## config.mk

```make
export PLATFORM = sky130hd
export DESIGN_NAME = counter_cmd_sequencer
export DESIGN_NICKNAME = d
export VERILOG_FILES = /design/src/rtl/counter_seq_pkg.sv /design/src/rtl/cmd_fifo.sv /design/src/rtl/counter_cmd_sequencer.sv
export SDC_FILE = /design/constraint.sdc
export NUM_CORES = 1
export LEC_CHECK = 0
export BUFFER_PORTS_ARGS = -buffer_cell sky130_fd_sc_hd__buf_4
export CORE_AREA = 4 4 75 77
export DETAILED_ROUTE_END_ITERATION = 12
export DIE_AREA = 0 0 79 81
export PLACE_DENSITY = 0.56
export SLEW_MARGIN = 10
export SYNTH_ARGS = -nofsm -noshare
export SYNTH_HDL_FRONTEND = slang
export SYNTH_SLANG_ARGS = --single-unit
```

## constraint.sdc

```tcl
create_clock -name clk -period 3 [get_ports clk]
set_input_delay 0.15 -clock clk [delete_from_list [all_inputs] [get_ports clk]]
set_output_delay 0.15 -clock clk [all_outputs]
set_load 0.05 [all_outputs]
```

## src/rtl/counter_seq_pkg.sv

```systemverilog
// Shared command, state and sizing definitions for the counter command sequencer.
// Types only; no timing or flow-control behaviour lives here.
package counter_seq_pkg;

  localparam int CNT_W = 4;

  typedef enum logic [1:0] {
    OP_LOAD = 2'b00,
    OP_UP   = 2'b01,
    OP_DOWN = 2'b10,
    OP_HOLD = 2'b11
  } cmd_op_e;

  typedef struct packed {
    cmd_op_e          op;
    logic [CNT_W-1:0] arg;
  } cmd_t;

  typedef enum logic {
    ST_IDLE = 1'b0,
    ST_EXEC = 1'b1
  } state_e;

  // LOAD always takes one cycle; the other ops run arg cycles, with 0 meaning 2^CNT_W.
  function automatic logic [CNT_W:0] exec_cycles(input cmd_t c);
    if (c.op == OP_LOAD) return (CNT_W+1)'(1);
    if (c.arg == '0) return (CNT_W+1)'(1) << CNT_W;
    return {1'b0, c.arg};
  endfunction

endpackage

```

## src/rtl/cmd_fifo.sv

```systemverilog
// Synchronous command FIFO with a fall-through read port.
// Push lands in one cycle; full/empty are registered, so a pop frees a slot only from the next cycle on.
module cmd_fifo
  import counter_seq_pkg::*;
#(
  parameter int  DEPTH = 2,
  parameter type dat_t = cmd_t
) (
  input  logic clk,
  input  logic reset,
  input  logic push,
  input  dat_t din,
  input  logic pop,
  output dat_t dout,
  output logic full,
  output logic empty
);

  localparam int AW = $clog2(DEPTH);
  localparam logic [AW:0] FULL_CNT = (AW+1)'(DEPTH);

  dat_t          mem [DEPTH];
  logic [AW-1:0] wr_ptr;
  logic [AW-1:0] rd_ptr;
  logic [AW:0]   count;
  logic [AW:0]   count_nxt;
  logic          push_ok;
  logic          pop_ok;

  assign push_ok = push && !full;
  assign pop_ok  = pop && !empty;
  assign dout    = mem[rd_ptr];

  always_comb begin
    count_nxt = count;
    if (push_ok && !pop_ok)      count_nxt = count + 1'b1;
    else if (pop_ok && !push_ok) count_nxt = count - 1'b1;
  end

  always_ff @(posedge clk) begin
    if (push_ok) mem[wr_ptr] <= din;
  end

  always_ff @(posedge clk) begin
    if (!reset) begin
      wr_ptr <= '0;
      rd_ptr <= '0;
      count  <= '0;
      // Report full while in reset so nothing can be accepted until it is released.
      full   <= 1'b1;
      empty  <= 1'b1;
    end else begin
      if (push_ok) wr_ptr <= wr_ptr + 1'b1;
      if (pop_ok)  rd_ptr <= rd_ptr + 1'b1;
      count <= count_nxt;
      full  <= (count_nxt == FULL_CNT);
      empty <= (count_nxt == '0);
    end
  end

endmodule

```

## src/rtl/counter_cmd_sequencer.sv

```systemverilog
// Turns buffered LOAD/UP/DOWN/HOLD commands into per-cycle S/D/up_and_down drive for four_bit_counter.
// Accept-to-first-drive is 2 cycles from idle; cmd_ready drops while the command buffer is full.
module counter_cmd_sequencer
  import counter_seq_pkg::*;
#(
  parameter int FIFO_DEPTH = 2,
  parameter int CNT_W      = 4
) (
  input  logic             clk,
  input  logic             reset,
  input  logic             cmd_valid,
  output logic             cmd_ready,
  input  logic [1:0]       cmd_op,
  input  logic [CNT_W-1:0] cmd_arg,
  output logic             S,
  output logic [CNT_W-1:0] D,
  output logic             up_and_down,
  output logic [CNT_W-1:0] q_exp,
  output logic             busy,
  output logic             done
);

  cmd_t             push_dat;
  cmd_t             fifo_dout;
  logic             fifo_full;
  logic             fifo_empty;
  state_e           state;
  cmd_t             cur;
  logic [CNT_W:0]   rem;
  logic             last;
  logic             pop_now;
  logic             drv_vld;
  cmd_t             drv_cmd;
  logic [CNT_W-1:0] q_nxt;

  assign push_dat  = '{op: cmd_op_e'(cmd_op), arg: cmd_arg};
  assign cmd_ready = !fifo_full;
  assign busy      = (state == ST_EXEC) || !fifo_empty;

  cmd_fifo #(
    .DEPTH (FIFO_DEPTH),
    .dat_t (cmd_t)
  ) u_fifo (
    .clk   (clk),
    .reset (reset),
    .push  (cmd_valid && cmd_ready),
    .din   (push_dat),
    .pop   (pop_now),
    .dout  (fifo_dout),
    .full  (fifo_full),
    .empty (fifo_empty)
  );

  assign last    = (state == ST_EXEC) && (rem == (CNT_W+1)'(1));
  assign pop_now = !fifo_empty && ((state == ST_IDLE) || last);

  // Same update the counter applies on this edge, so q_exp tracks qout with no skew.
  assign q_nxt = S ? D : (up_and_down ? q_exp + 1'b1 : q_exp - 1'b1);

  always_comb begin
    drv_vld = 1'b0;
    drv_cmd = cur;
    if (pop_now) begin
      drv_vld = 1'b1;
      drv_cmd = fifo_dout;
    end else if ((state == ST_EXEC) && !last) begin
      drv_vld = 1'b1;
    end
  end

  always_ff @(posedge clk) begin
    if (!reset) begin
      state       <= ST_IDLE;
      cur         <= '0;
      rem         <= '0;
      S           <= 1'b1;
      D           <= '0;
      up_and_down <= 1'b0;
      q_exp       <= '0;
      done        <= 1'b0;
    end else begin
      q_exp <= q_nxt;
      done  <= last;
      state <= drv_vld ? ST_EXEC : ST_IDLE;

      if (pop_now) begin
        cur <= fifo_dout;
        rem <= exec_cycles(fifo_dout);
      end else if (state == ST_EXEC) begin
        rem <= rem - 1'b1;
      end

      if (drv_vld) begin
        case (drv_cmd.op)
          OP_LOAD: begin
            S <= 1'b1;
            D <= drv_cmd.arg;
          end
          OP_UP: begin
            S           <= 1'b0;
            D           <= q_nxt;
            up_and_down <= 1'b1;
          end
          OP_DOWN: begin
            S           <= 1'b0;
            D           <= q_nxt;
            up_and_down <= 1'b0;
          end
          OP_HOLD: begin
            S <= 1'b1;
            D <= q_nxt;
          end
        endcase
      end else begin
        // Idle: reload the current value so the counter stands still.
        S <= 1'b1;
        D <= q_nxt;
      end
    end
  end

endmodule

```

* Yosys cells after proc, flatten, opt, wreduce, memory -nomap -nowiden
Memories as Yosys holds them, arrays and structs flattened. A register that Yosys moved wholly into a read port is not among the register bits.
Index checks and enable logic that the tools add are counted.
** Operators by class
- Add/sub/neg operators :: 7
- Eq/ne operators :: 5
- Mux-type cells :: 29
- Bitwise logic cells :: 1
- Reductions and logical operators :: 26
** Operators by type and width (count)
- $mux 5 :: 6
- $mux 1 :: 14
- $mux 4 :: 3
- $logic_and 1x1->1 :: 8
- $pmux 4 s2 :: 1
- $eq 2x2->1 const B :: 3
- $logic_not 2->1 :: 3
- $mux 6 :: 1
- $eq 5x1->1 const B :: 1
- $logic_not 1->1 :: 5
- $sub 5x1->5 const B :: 1
- $add 4x1->4 const B :: 1
- $logic_not 4->1 :: 1
- $mux 2 :: 2
- $pmux 1 s2 :: 2
- $reduce_and 2->1 :: 2
- $reduce_bool 2->1 :: 2
- $reduce_or 2->1 :: 2
- $sub 4x1->4 const B :: 1
- $reduce_or 3->1 :: 1
- $add 1x1->1 const B :: 2
- $add 2x1->2 const B :: 1
- $eq 2x1->1 const B :: 1
- $logic_or 1x1->1 :: 2
- 2 further kinds :: 2
** Word-level totals
- Register bits after elaboration :: 29
- RAM bits :: 12
- Bits of input ports :: 9
- Logic and storage cells :: 83
- Memories :: 1
** Memory list
- u_fifo.mem :: words 2, bits a word 6, read ports 1, clocked after Yosys merged registers in 1, write ports 1, line cmd_fifo.sv:22 : dat_t mem [DEPTH];

* Depth between registers and ports, before layout
Gate-level depths: netlist (run 1).
- Depth in word-level cells :: 12
- Depth in mapped cells :: 10
- Depth with buffers taken out :: 9

* Hierarchy
A second synthesis (run 1) with hierarchy kept.
** Unflattened totals
- Cells, all modules :: 186
- Area, all modules :: 1961.9 µm²
** Modules (own cells, without submodules)
- counter_cmd_sequencer :: times used 1, cells an instance 133, area an instance 1187.4 µm², sequential area each 460.4 µm²
- cmd_fifo :: times used 1, cells an instance 53, area an instance 774.5 µm², sequential area each 500.5 µm²

* Least setup slack after synthesis (run 1)
OpenSTA, ideal clock, no wires.
- Path type :: register -> register
- From :: register rem[1]
- To :: register S
- Arrival time :: 2.302 ns
- Required time :: 2.873 ns
- Slack :: 0.571 ns
- Cell stages (with the launch flop) :: 9
- Path buffers :: 1
- Cells stage by stage :: dfxtp_1 -> inv_1 -> ha_1 -> or4b_4 -> a21oi_4 -> buf_6 -> mux2i_1 -> ha_1 -> or3_1
** Between the ends
- Word-level cells in the longest chain between the ends :: 8
- Elaborated cells between the ends (all ways) :: 17
- Classes of those cells :: eq/ne: 4; mux: 4; reduce/logical: 9
** Ends and longest elaborated chain
- start, declared :: line counter_cmd_sequencer.sv:29 : logic [CNT_W:0] rem;
- start signal, assigned :: line counter_cmd_sequencer.sv:88 : rem <= exec_cycles(fifo_dout);
- start signal, assigned :: line counter_cmd_sequencer.sv:90 : rem <= rem - 1'b1;
- $eq 5x1->1 * :: line counter_cmd_sequencer.sv:54 : assign last = (state == ST_EXEC) && (rem == (CNT_W+1)'(1));
- $logic_and 1x1->1 * :: line counter_cmd_sequencer.sv:54
- $logic_or 1x1->1 :: line counter_cmd_sequencer.sv:55 : assign pop_now = !fifo_empty && ((state == ST_IDLE) || last);
- $logic_and 1x1->1 :: line counter_cmd_sequencer.sv:55
- $mux 6
- $eq 2x2->1, or another cell as far along :: line counter_cmd_sequencer.sv:94 : case (drv_cmd.op)
- $reduce_or 2->1 (no line)
- $pmux 1 s2 :: line counter_cmd_sequencer.sv:94
- end signal, assigned :: line counter_cmd_sequencer.sv:96 : S <= 1'b1;
- end signal, assigned :: line counter_cmd_sequencer.sv:100 : S <= 1'b0;
- end signal, assigned :: line counter_cmd_sequencer.sv:105 : S <= 1'b0;
- end, declared :: line counter_cmd_sequencer.sv:15 : output logic S,
Mark *: on every way between the ends. The rest lies on a longest branch, timed or not.
A chain may end at the register's enable or synchronous reset.

* Final worst setup path (run 1)
- From :: register rem[1]
- To :: register D[1]
** Between the ends
- Word-level cells in the longest chain between the ends :: 9
- Elaborated cells between the ends (all ways) :: 16
- Classes of those cells :: eq/ne: 4; mux: 5; reduce/logical: 7
** Ends and longest elaborated chain
- $eq 5x1->1 * :: line counter_cmd_sequencer.sv:54
- $logic_and 1x1->1 * :: line counter_cmd_sequencer.sv:54
- $logic_or 1x1->1 :: line counter_cmd_sequencer.sv:55
- $logic_and 1x1->1 :: line counter_cmd_sequencer.sv:55
- $mux 6
- $eq 2x2->1 / $eq 2x1->1 (equally long branches) :: line counter_cmd_sequencer.sv:94
- $reduce_or 3->1 (no line)
- $pmux 4 s2 :: line counter_cmd_sequencer.sv:94
- $mux 4 * :: line counter_cmd_sequencer.sv:93 : if (drv_vld) begin
- end signal, assigned :: line counter_cmd_sequencer.sv:97 : D <= drv_cmd.arg;
- end signal, assigned :: line counter_cmd_sequencer.sv:101 : D <= q_nxt;
- end signal, assigned :: line counter_cmd_sequencer.sv:106 : D <= q_nxt;
- end, declared :: line counter_cmd_sequencer.sv:16 : output logic [CNT_W-1:0] D,
Marks and branches as above.

==> results of run 1 <==
[path summary, 6_finish.rpt]
kind,startpoint,slack [ns],to
setup / recovery,rem[1],0.53,D[1]
hold / removal,cmd_arg[1],0.04,u_fifo.mem[1][1]
setup reg to reg,rem[1],0.53,D[1]
hold reg to reg,cur[2],0.50,cur[2]
[per-stage QoR]
step	std cells	total power (W)	utilization (%)	setup WS, ns	hold slack [ns]
floorplan	198	0.00186	-	0.571	0.249
global placement	283	0.00216	44.2	0.587	0.335
detailed placement	283	0.00217	44.2	0.545	0.337
CTS	291	0.00262	46.4	0.516	0.0291
global route	291	0.00279	46.4	0.303	0.0270
finish	291	0.00259	46.4	0.533	0.0416
[final cells by class]
class / instances / share of cell area (%)
Clock inverter: 2 / 1.62
Multi-Input combinational cell: 136 / 40.8
Tap cell: 70 / 3.77
Inverter: 12 / 1.94
Sequential cell: 42 / 41.4
Timing Repair Buffer: 23 / 7.43
Clock buffer: 6 / 3.12
[registers in the layout, summed over array words and instances (netlist names), named ones only]
signal / flops
up_and_down: 1
u_fifo.full: 1
S: 1
u_fifo.wr_ptr: 1
done: 1
D: 4
u_fifo.rd_ptr: 1
q_exp: 4
u_fifo.mem: 12
rem: 5
cur: 6
u_fifo.count: 2
u_fifo.empty: 1
state: 1
[placed cells by master (no fill, tap or decap), types with 2 or more instances in the layout]
cell       synthesis  final
a21oi_1            5      5
a311oi_1           2      2
dfxtp_1           30     30
or3_1              2      2
nand2b_1           5      5
o22ai_1            2      2
ha_1               6      6
mux2_2             4      4
nor3_1             8      8
nor3b_1            2      2
a2bb2oi_1          3      3
o211ai_1           3      3
and2_1             4      4
inv_1             11     11
a22oi_1            2      2
nor2_1            22     22
buf_4              0     23
nand3_1            3      3
edfxtp_1          12     12
clkbuf_8           0      5
xnor2_1            4      4
and3_1             3      3
o21ai_0            8      8
a211oi_2           3      3
o221a_2            2      2
o32ai_1            2      2
mux2i_1            5      5
o32a_1             3      3
nand2_1           12     12
[worst reg2reg max path, stage by stage (launching register included)]
cell,delay [ns]
dfxtp_1,0.32
inv_1,0.08
ha_1,0.19
or4b_4,0.53
a21oi_4,0.21
mux2i_1,0.32
ha_1,0.27
inv_1,0.10
nor2_1,0.18
o221a_2,0.21
[cell families (layout without fill, tap and decap cells)]
family	count (synthesis)	count (layout)	synth area share, %
flops	42	42	48.2
compound gates	46	46	18.2
xor+xnor	5	5	2.20
buf+inv	20	43	4.21
simple gates	69	69	17.6
fa+ha+maj	7	7	4.77
mux	9	9	4.77
[where the power goes]
part	leakage, nW	internal [W]	switching (W)	total (W)
clock network	0.0514	0.000248	0.000190	0.000438
logic	0.486	0.000479	0.000726	0.00121
registers	0.356	0.000763	0.000187	0.000950
total	0.894	0.00149	0.00110	0.00259
[metal layers]
layer | GRT usage (%) | wire (microns) | vias to the layer above
met5 | 0 | 0 | -
met4 | 3.61 | 31 | 0
met3 | 3.22 | 212 | 4
met2 | 22.3 | 1930 | 34
met1 | 17.7 | 1920 | 691
li1 | - | - | 767
==> flow_summary.json, run 1 <==
{
  "start_util_pct": 39.8,
  "die_w_microns": 79,
  "synth_common_cells": "dfxtp_1, nor2_1, edfxtp_1, nand2_1, inv_1",
  "min_period_ns": 2.47,
  "cts_tree": "done",
  "yosysUniqueCellTypes": 52,
  "syn_nets": 214,
  "vias": 1496,
  "cap_violations": 0,
  "syn2layout_area_growth_pct": 16.6,
  "fmax_mhz": 405,
  "drt-wirelength-per-cell_microns": 14.1,
  "drt.antenna.violating_nets": 0,
  "synth_area_leader_cell": "dfxtp_1",
  "dp_hpwl_mm": 3.00,
  "power.leakage_nw": 0.894,
  "ir_drop_uv": 409,
  "async_reset_ff_share_pct": 0,
  "regArea_sq_um": 961,
  "finalClockSkew_ns": 0.00758,
  "ctsResizeCount": 0,
  "n_fill_cell": 498,
  "io_buffer_count": 21,
  "dr.first_iter.drc_count": 84,
  "ios": 22,
  "antenna_found_initial": 0,
  "min_path_cells": 1,
  "nNetsFinal": 236,
  "worst_path_max_delay_cell": "or4b_4",
  "grt_overflow": 0,
  "dpl_cell_area_sq_um": 2210,
  "numCtsBuffers": 5,
  "diodes": 0,
  "cp_top_family": "simple AND/OR/NAND/NOR gates",
  "finalCritPeriodShare_pct": 82.2,
  "drcViolationCount": 0,
  "finalMaxSlewViolations": 0,
  "grtUsageTotal_pct": 13.5,
  "ys_seq_area_share_pct": 48.2,
  "crit_path_end_kind": "flop",
  "grt_start_max_net_pins": 20,
  "arrival_ns": 2.71,
  "synth-seq-cells": 42,
  "die-area_sq_um": 6400,
  "cts.root.buffer_cell": "clkbuf_8",
  "core_area_sq_um": 5010,
  "synth_most_common_cell": "dfxtp_1",
  "clk_path_buf_depth": 2,
  "criticalPathCategory": "flop to flop",
  "clock_latency_ns": 0.29,
  "setup_viol": 0,
  "status": "finished clean",
  "synth_area_sq_um": 1990,
  "cp_num_cells": 9,
  "tns_ns": 0,
  "cts-hold-fix-buffers": 0,
  "syn_inst": 198,
  "yosys-top-cells-area": "dfxtp_1, edfxtp_1, nor2_1",
  "rsz0062_at_grt": "no",
  "grt_pass1_wl_mm": 6.78,
  "die_h_microns": 81,
  "drt-pass1-iter-count": 4,
  "gp_congestion": 0.731,
  "tightest_slew_ns": 0.546,
  "grt_pass1_vias": 1377,
  "multi_input_area_sq_um": 947,
  "crit_path_max_fanout": 4,
  "cp_data_required_time_ns": 3.24,
  "hold_viol_final": 0,
  "clock_sinks": 42,
  "ys_warn_count": 0,
  "clk_pin_slew_worst_paths_ns": 0.08,
  "max_stage_delay_ns": 0.53,
  "stdcell_area_sq_um": 2320,
  "synth_area_per_cell_sq_um": 10.1,
  "wl_mm": 4.10,
  "cp-start-kind": "flop",
  "cts-htree-levels": 2,
  "synth_top_area_share_pct": 30.2,
  "num_rows": 26,
  "cts_setup_buffers": 0,
  "relSlewSlack_pct": 63.1,
  "p_per_area_nw_per_um2": 1120,
  "vias_per_cell": 5.14,
  "hp-class": "input port to flop",
  "reg2reg_depth": 9,
  "cp_num_buf_inv": 2,
  "drive_gt1_share_pct": 19.0,
  "synth_edf_count": 12,
  "ys.flop_type": "dfxtp_1",
  "crit_chain": "inv_1, ha_1, or4b_4, a21oi_4, mux2i_1, ha_1, inv_1, nor2_1, o221a_2"
}
Note: power is estimated with default switching activity, not from simulation.
==> run 2, diff against run 1 <==
- clock period: 3 -> 2.4 ns (I/O delays scaled with it)
==> run 2 against run 1 <==
  * Die area unchanged
  * Sequential power up 19%
  * Final cell count increased by 7.9%
  * Register-to-register slack got worse by 0.46 ns
  * Critical path depth shrank 1
  * Critical endpoint is now S
  * Largest power group unchanged
==> flow_summary.json, run 2 (synthesis gave the netlist of run 1 again) <==
{
  "clk_path_buf_depth": 2,
  "pwr-share-comb_pct": 54.2,
  "setup_viol": 0,
  "cts.root.buffer_cell": "clkbuf_8",
  "detailedPlace.worstSlack_ns": -0.0183,
  "io_buffer_count": 21,
  "criticalPathCategory": "flop to flop",
  "cts-htree-levels": 2,
  "finalMaxSlewViolations": 0,
  "syn2layout_area_growth_pct": 27.6,
  "cp_top_family": "simple AND/OR/NAND/NOR gates",
  "cap_violations": 0,
  "grtUsageTotal_pct": 15.0,
  "min_period_ns": 2.32,
  "cp-start-kind": "flop",
  "hold_viol_final": 0,
  "max_stage_delay_ns": 0.49,
  "grt_pass1_vias": 1536,
  "n_fill_cell": 482,
  "grt_overflow": 0,
  "crit_chain": "inv_2, ha_4, or4b_4, a21oi_4, mux2i_4, inv_2, ha_4, or3_4",
  "top_regs": "u_fifo.mem x12, cur x6, rem x5",
  "drive_gt1_share_pct": 28.3,
  "vias": 1584,
  "fin_ws_ns": 0.0766,
  "ir_drop_uv": 499,
  "swShare_pct": 42.4,
  "crit_path_end_kind": "flop",
  "hp-class": "input port to flop",
  "relSlewSlack_pct": 66.2,
  "cts_tree": "done",
  "regMostFlops": "u_fifo.mem",
  "power.total_w": 0.00341,
  "cp_num_buf_inv": 2,
  "grt_start_max_net_pins": 20,
  "ios": 22,
  "finalCritPeriodShare_pct": 96.8,
  "nNetsFinal": 259,
  "drt-wirelength-per-cell_microns": 13.5,
  "die_w_microns": 79,
  "gp_congestion": 0.780,
  "dp_hpwl_mm": 3.14,
  "core_area_sq_um": 5010,
  "numCtsBuffers": 5,
  "power_frac_clock_pct": 12.8,
  "clock_sinks": 42,
  "start_util_pct": 39.8,
  "p_per_area_nw_per_um2": 1340,
  "clock_latency_ns": 0.29,
  "cp_data_required_time_ns": 2.58,
  "power.leakage_nw": 0.995,
  "finalClockSkew_ns": 0.00507,
  "die_h_microns": 81,
  "p_sw_w": 0.00145,
  "wl_mm": 4.23,
  "drt-pass1-iter-count": 4,
  "tightest_slew_ns": 0.505,
  "status": "finished clean",
  "largest_reg_flops": 12,
  "dr.first_iter.drc_count": 48,
  "vias_per_cell": 5.04,
  "clk_pin_slew_worst_paths_ns": 0.07,
  "final_common_cell": "buf_4",
  "seq_power_share_pct": 33.0,
  "crit_path_max_fanout": 4,
  "die-area_sq_um": 6400,
  "drt.antenna.violating_nets": 0,
  "antenna_found_initial": 0,
  "grt_pass1_wl_mm": 7.50,
  "final_cell_mix": "buf_4, dfxtp_1, nor2_1, nand2_1, edfxtp_1",
  "worst_path_max_delay_cell": "or4b_4",
  "diodes": 0,
  "num_rows": 26,
  "intPower_w": 0.00197,
  "arrival_ns": 2.50,
  "drcViolationCount": 0,
  "fmax_mhz": 430
}
==> run 2: cell types whose count changed in the layout (fill, tap and decap cells not counted), sizes merged <==
cell         change
dlygate4sd3      +5
buf             +18
bufinv           -1
clkbuf           +1
==> run 2: layer usage <==
metal | GRT usage, % | up-vias | wire, microns
li1 | - | 813 | -
met1 | 20.2 | 734 | 2030
met2 | 23.7 | 30 | 1950
met3 | 3.77 | 7 | 183
met4 | 4.64 | 0 | 63
met5 | 0 | - | 0
==> run 2: worst paths after layout <==
| path | startpoint | to | slack, ns | cells after the start |
|---|---|---|---|---|
| min | cmd_op[1] | u_fifo.mem[0][5] | 0.01 | 1 |
| max reg2reg | rem[1] | S | 0.08 | 8 |
| max | rem[1] | S | 0.08 | 8 |
| min reg2reg | cur[1] | cur[1] | 0.50 | 2 |
==> run 2: stage by stage <==
step | area [sq um] | utilization, % | hold WS [ns] | setup TNS (ns) | std cells
after floorplan | 2000 | - | 0.219 | 0 | 198
after global placement | 2320 | 46.4 | 0.305 | 0 | 297
after detailed placement | 2320 | 46.4 | 0.308 | -0.0183 | 297
after CTS | 2460 | 49.1 | 0.000442 | -0.0232 | 309
after global routing | 2540 | 50.7 | 0.000909 | -0.0134 | 314
final | 2540 | 50.7 | 0.0127 | 0 | 314
==> run 2: area by class of cell <==
| class | instances | area, sq um | area share (%) |
|---|---|---|---|
| timing repair buffer | 46 | 358 | 14.1 |
| multi-input combinational | 136 | 1000 | 39.5 |
| tap | 70 | 87.6 | 3.44 |
| inverter | 12 | 45.0 | 1.77 |
| clock buffer | 7 | 76.3 | 3.00 |
| sequential | 42 | 963 | 37.9 |
| clock inverter | 1 | 7.51 | 0.295 |
==> run 2: power by group through the flow <==
stage	Combinational, W	Sequential [W]	Clock [W]
4_1_cts	0.00177	0.00112	0.000451
6_report	0.00185	0.00113	0.000436
3_5_place_dp	0.00173	0.00113	0
5_1_grt	0.00203	0.00116	0.000484
2_1_floorplan	0.000996	0.00134	0
3_3_place_gp	0.00172	0.00113	0
==> run 2: repair_timing <==
| item | 4_1_cts | 5_1_grt |
|---|---|---|
| hold buffers | 3 | 2 |
| setup buffers | 1 | 3 |
| setup endpoints to repair | 2 | 6 |
| pin swaps | 1 | 1 |
| hold endpoints to repair | 6 | 4 |
| resized for setup | 2 | 11 |
